$ cat src/rtl/handshake_fifo_buffer_pkg.sv
// handshake_fifo_buffer_pkg
//   Shared helpers for the handshake buffer family:
//     count_width() - bits needed to hold an occupancy of 0..depth
//     ptr_inc()     - pointer increment with explicit wrap at depth-1,
//                     safe for non-power-of-two depths
package handshake_fifo_buffer_pkg;

    function automatic int count_width(input int depth);
        return $clog2(depth + 1);
    endfunction

    // Explicit compare-and-wrap so non-power-of-two depths never index
    // past the last slot.
    function automatic logic [31:0] ptr_inc(input logic [31:0] ptr,
                                            input int unsigned depth);
        return (ptr == depth - 1) ? 32'd0 : ptr + 32'd1;
    endfunction

endpackage

$ cat src/rtl/handshake_fifo_buffer_if.sv
// handshake_fifo_buffer_if
//   Upstream and downstream handshake channels of the buffer.
//     ins / ins_valid / ins_ready    : producer -> buffer
//     outs / outs_valid / outs_ready : buffer -> consumer
//   master: environment view (drives ins side, accepts outs side)
//   slave : buffer view
interface handshake_fifo_buffer_if #(
    parameter int DATA_WIDTH = 32
);
    logic [DATA_WIDTH-1:0] ins;
    logic                  ins_valid;
    logic                  ins_ready;
    logic [DATA_WIDTH-1:0] outs;
    logic                  outs_valid;
    logic                  outs_ready;

    modport master (
        output ins, ins_valid, outs_ready,
        input  ins_ready, outs, outs_valid
    );

    modport slave (
        input  ins, ins_valid, outs_ready,
        output ins_ready, outs, outs_valid
    );
endinterface

$ cat src/rtl/handshake_fifo_mem.sv
// handshake_fifo_mem
//   DEPTH x DATA_WIDTH register array, one synchronous write port and one
//   asynchronous read port. Contents are not reset.
//     clk             : write clock
//     wr_en/wr_addr/wr_data : write port
//     rd_addr/rd_data : combinational read port
module handshake_fifo_mem #(
    parameter int DATA_WIDTH = 32,
    parameter int DEPTH      = 4,
    parameter int PTR_W      = 2
) (
    input  logic                  clk,
    input  logic                  wr_en,
    input  logic [PTR_W-1:0]      wr_addr,
    input  logic [DATA_WIDTH-1:0] wr_data,
    input  logic [PTR_W-1:0]      rd_addr,
    output logic [DATA_WIDTH-1:0] rd_data
);
    logic [DATA_WIDTH-1:0] mem [DEPTH];

    always_ff @(posedge clk) begin
        if (wr_en) mem[wr_addr] <= wr_data;
    end

    assign rd_data = mem[rd_addr];
endmodule

$ cat src/rtl/handshake_fifo_buffer.sv
// handshake_fifo_buffer
//   Elastic, non-transparent FIFO for the handshake fabric. Holds up to
//   DEPTH tokens; output comes from registered storage so there is at
//   least one cycle of latency and no in->out combinational path.
//     clk, rst : clock, asynchronous active-high reset
//     bus      : slave modport carrying ins/ins_valid/ins_ready and
//                outs/outs_valid/outs_ready
module handshake_fifo_buffer
    import handshake_fifo_buffer_pkg::*;
#(
    parameter int DATA_WIDTH = 32,
    parameter int DEPTH      = 4
) (
    input logic                    clk,
    input logic                    rst,
    handshake_fifo_buffer_if.slave bus
);
    localparam int PTR_W = $clog2(DEPTH);
    localparam int CNT_W = count_width(DEPTH);

    logic [PTR_W-1:0]      wr_ptr_q, rd_ptr_q;
    logic [CNT_W-1:0]      count_q;
    logic [DATA_WIDTH-1:0] rd_data;
    logic                  full, empty, push, pop;

    assign full  = (count_q == CNT_W'(DEPTH));
    assign empty = (count_q == '0);

    // Ready is from state only, never from outs_ready: a pop on a full
    // buffer frees the slot for the next cycle, not this one.
    assign bus.ins_ready  = !rst && !full;
    assign bus.outs_valid = !empty;
    assign bus.outs       = empty ? '0 : rd_data;

    assign push = bus.ins_valid && bus.ins_ready;
    assign pop  = bus.outs_valid && bus.outs_ready;

    always_ff @(posedge clk or posedge rst) begin
        if (rst) begin
            wr_ptr_q <= '0;
            rd_ptr_q <= '0;
            count_q  <= '0;
        end else begin
            if (push) wr_ptr_q <= PTR_W'(ptr_inc(32'(wr_ptr_q), DEPTH));
            if (pop)  rd_ptr_q <= PTR_W'(ptr_inc(32'(rd_ptr_q), DEPTH));
            case ({push, pop})
                2'b10:   count_q <= count_q + CNT_W'(1);
                2'b01:   count_q <= count_q - CNT_W'(1);
                default: count_q <= count_q;
            endcase
        end
    end

    handshake_fifo_mem #(
        .DATA_WIDTH (DATA_WIDTH),
        .DEPTH      (DEPTH),
        .PTR_W      (PTR_W)
    ) u_mem (
        .clk     (clk),
        .wr_en   (push),
        .wr_addr (wr_ptr_q),
        .wr_data (bus.ins),
        .rd_addr (rd_ptr_q),
        .rd_data (rd_data)
    );
endmodule
$ cat src/flat_wrapper.sv
// flat-port wrapper written by rule: the top's interface ports become plain ports
module handshake_fifo_buffer_flat import handshake_fifo_buffer_pkg::*;
#(
    parameter int DATA_WIDTH = 32,
    parameter int DEPTH      = 4
)
  (clk, rst, bus_ins, bus_ins_valid, bus_outs_ready, bus_ins_ready, bus_outs, bus_outs_valid);
  handshake_fifo_buffer_if #(.DATA_WIDTH(DATA_WIDTH)) bus_i ();
  input logic clk;
  input logic rst;
  input wire logic [$bits(bus_i.ins)-1:0] bus_ins;
  input wire logic [$bits(bus_i.ins_valid)-1:0] bus_ins_valid;
  input wire logic [$bits(bus_i.outs_ready)-1:0] bus_outs_ready;
  output wire logic [$bits(bus_i.ins_ready)-1:0] bus_ins_ready;
  output wire logic [$bits(bus_i.outs)-1:0] bus_outs;
  output wire logic [$bits(bus_i.outs_valid)-1:0] bus_outs_valid;
  assign bus_i.ins = bus_ins;
  assign bus_i.ins_valid = bus_ins_valid;
  assign bus_i.outs_ready = bus_outs_ready;
  assign bus_ins_ready = bus_i.ins_ready;
  assign bus_outs = bus_i.outs;
  assign bus_outs_valid = bus_i.outs_valid;
  handshake_fifo_buffer #(.DATA_WIDTH(DATA_WIDTH), .DEPTH(DEPTH)) u_core (.clk(clk), .rst(rst), .bus(bus_i));
endmodule
$ cat config.mk
export PLATFORM = sky130hd
export DESIGN_NAME = handshake_fifo_buffer_flat
export DESIGN_NICKNAME = d
export VERILOG_FILES = /design/src/rtl/handshake_fifo_buffer_pkg.sv /design/src/rtl/handshake_fifo_buffer_if.sv /design/src/rtl/handshake_fifo_mem.sv /design/src/rtl/handshake_fifo_buffer.sv /design/src/flat_wrapper.sv
export SDC_FILE = /design/constraint.sdc
export NUM_CORES = 1
export LEC_CHECK = 0
export CORE_MARGIN = 10
export CORE_UTILIZATION = 35
export CTS_CLUSTER_DIAMETER = 100
export DETAILED_ROUTE_END_ITERATION = 8
export SETUP_SLACK_MARGIN = 0.15
export SLEW_MARGIN = 10
export SYNTH_ARGS = -nofsm -noshare
export SYNTH_HDL_FRONTEND = slang
export SYNTH_SLANG_ARGS = --single-unit
$ cat constraint.sdc
create_clock -name clk -period 2.5 [get_ports clk]
set_clock_uncertainty 0.1 [all_clocks]
set_input_delay 0.5 -clock clk [delete_from_list [all_inputs] [get_ports clk]]
set_output_delay 0.5 -clock clk [all_outputs]
set_load 0.01 [all_outputs]
==> results_dict.tcl <==
set metrics [dict create \
    outcome "finished, violations left" \
    violations "setup timing" \
    use_met2_pct 18.4 \
    ys_top_cells_by_area "edfxtp_1, mux4_2, and2_1" \
    grt_overflow 0 \
    cpLargestDelayFamily "multiplexers" \
    num_vias 2605 \
    cp_slowest_cell "mux4_2" \
    critPathArrivalTime_ns 1.93 \
    period_needed_ns 2.53 \
    first_pass_iters 4 \
    initial_utilization_pct 35.3 \
    path_max_fanout 4 \
    synth_seq_cells 135 \
    htreeDepth 4 \
    cp.required_ns 1.90 \
    track_usage_pct 11.2 \
    via_per_inst 4.74 \
    period_share_pct 101 \
    worst_slack_ns -0.0281 \
    placementRows 45 \
    fmax_mhz 396 \
    slowest_delay_ns 0.48 \
    slew_headroom_pct 77.6 \
    clk_path_buf_depth 2 \
    cts.sinks 135 \
    worst-path-buf-inv 4 \
    wl_per_cell_um 19.9 \
    crit_path_start_kind "flop" \
    busiest_layer "met2" \
    antenna_found_initial 0 \
    avgSynthCellArea_um2 21.8 \
    slew_violations 0 \
    max_slew.worst_pin.slew_ns 0.336 \
    crit_type "flop to primary output" \
    fin_util_pct 48.0 \
    gp_congestion 0.678 \
    synth_top_cell_by_area "edfxtp_1" \
    path_cells "buf_8 > buf_12 > buf_16 > mux4_2 > and2_4 > buf_6" \
    synth_top_area_share_pct 72.1 \
    grt.met3_usage_pct 4.06 \
    finalSetupViolations 4 \
    die_width_um 143 \
    die-area_um2 20600 \
    power_leakage_nw 2.54 \
    core_area_um2 15100 \
    insertion_delay_ns 0.41 \
    rsz0062_at_grt "yes" \
    grt_pass1_vias 2871 \
    yosysWarnings 0 \
    synthCells 245 \
    fillCellCount 1303 \
    cts_buffers 17 \
    grt_max_degree 27 \
    synth_nets 288 \
    finalHoldViolations 0 \
    dp_slack_ns 0.0128 \
    met1_usage_pct 12.7 \
    drc 0 \
    worstHoldPathType "input port to asynchronous set/reset pin" \
    worst_hold_slack_ns 0.275 \
    antenna_left 0 \
    antenna_cells 0 \
    final_nets 392 \
    cts_root_buffer "clkbuf_16" \
    drive_gt1_share_pct 44.5 \
    grt_pass1_wl_um 16700 \
    regArea_um2 4020 \
    multi_input_area_um2 1280 \
    clkTransAtPathRegs_ns 0.06 \
    num_io_pins 70 \
    power.density_nw_per_um2 1210 \
    synthDistinctLibCells 22 \
    yosysSeqAreaShare_pct 75.4 \
    drt-total-wl_um 11000 \
    synth_area_um2 5330 \
    hpwl_um 6400 \
    dr.first_iter.drc_count 143 \
    vdd_drop_max_mv 0.560 \
    endpoint_kind "primary output" \
    cts-hold-fix-buffers 0 \
    cts_tree "built" \
    drv_cap 0 \
    die_h_um 143 \
    port_buffers 69 \
    syn_to_final_growth_pct 35.7 \
]
## metrics by stage
stage	setup TNS (ns)	std cells	area, µm²	total power [W]
finish	-0.0682	550	7240	0.00879
global route	-0.581	550	7240	0.00924
CTS	-0.352	549	7100	0.00856
detailed placement	0	503	6330	0.00577
global placement	0	503	6330	0.00574
floorplan	0	245	5330	0.00457
## state kept, by name, indices dropped and copies added (netlist names)
signal / flops
u_core.wr_ptr_q: 2
u_core.rd_ptr_q: 2
u_core.u_mem.mem: 128
u_core.count_q: 3
## placed cells by master, fill, tap and decap left out, types with 2 or more instances in the layout
| cell type | instances |
|---|---|
| and2_2 | 4 |
| buf_12 | 11 |
| xor2_1 | 2 |
| buf_16 | 4 |
| buf_6 | 30 |
| or3_4 | 3 |
| mux4_2 | 32 |
| mux2_4 | 2 |
| and2_1 | 3 |
| clkdlybuf4s50_1 | 35 |
| dfrtp_1 | 3 |
| buf_2 | 4 |
| clkinv_2 | 3 |
| edfxtp_1 | 128 |
| clkinv_1 | 4 |
| clkbuf_16 | 17 |
| buf_4 | 7 |
| inv_1 | 7 |
| nor2_1 | 4 |
| mux2_1 | 2 |
| ha_1 | 6 |
| and2_4 | 30 |
| dfrtp_2 | 4 |
| clkinvlp_4 | 6 |
## what timing repair did
action / 4_1_cts / 5_1_grt
setup endpoints to repair: 33 / 34
resized for setup: 173 / 36
gates cloned: 5 / 1
hold endpoints to repair: 0 / 0
setup buffers: 9 / 0
pin swaps: 20 / 11
## metal layers
layer	part of all wire, %	wire length [µm]
met5	0	0
met4	1.7	188
met3	7.0	770
met2	51	5590
met1	40	4420
## synthesized netlist by cell type (all sizes together)
library cell,count
or3,1
fa,1
mux2,4
a21oi,2
dfrtp,7
mux2i,1
nand2b,1
edfxtp,128
inv,7
mux4,32
and2,37
buf,8
xor2,2
ha,6
clkbuf,3
nor2,4
xnor2,1
## logic make-up (layout without fill, tap and decap cells)
kind of cell,after synthesis,count (layout),share of synthesized area (%)
and+or+nand+nor,43,45,5.00
DFF,135,135,75.4
xor gates and xnor gates,3,3,0.493
AOI/OAI and AO/OA,2,2,0.258
muxes,37,37,14.7
buffers and inverters,18,133,2.42
adders and majority gates,7,7,1.78
## final timing paths
check                                          startpoint                              to  slack, ns  cells past startpoint
min in group clk           u_core.wr_ptr_q[1]$_DFFE_PP0P_  u_core.wr_ptr_q[1]$_DFFE_PP0P_       0.45                      1
max in group asynchronous                             rst  u_core.rd_ptr_q[1]$_DFFE_PP0P_       1.78                      2
max                        u_core.rd_ptr_q[0]$_DFFE_PP0P_                    bus_outs[21]      -0.03                      6
min reg2reg                u_core.wr_ptr_q[1]$_DFFE_PP0P_  u_core.wr_ptr_q[1]$_DFFE_PP0P_       0.45                      1
min                                                   rst   u_core.count_q[0]$_DFFE_PP0P_       0.27                      2
max reg2reg                 u_core.count_q[2]$_DFFE_PP0P_   u_core.count_q[2]$_DFFE_PP0P_       0.22                      8
## final cells by class
| cell class | count | share of cell area (%) |
|---|---|---|
| clock buffer | 17 | 5.88 |
| sequential | 135 | 55.6 |
| multi-input combinational | 94 | 17.8 |
| clock inverter | 15 | 1.57 |
| tap | 188 | 3.25 |
| timing repair buffer | 94 | 15.6 |
| inverter | 7 | 0.363 |
## report_power, final
part / total, W / switching (W) / internal [W] / leakage [nW]
logic: 0.00360 / 0.00137 / 0.00223 / 1.06
registers: 0.00295 / 0.000167 / 0.00278 / 1.24
clock network: 0.00224 / 0.000896 / 0.00134 / 0.247
Power figures use the tool's default switching activity.
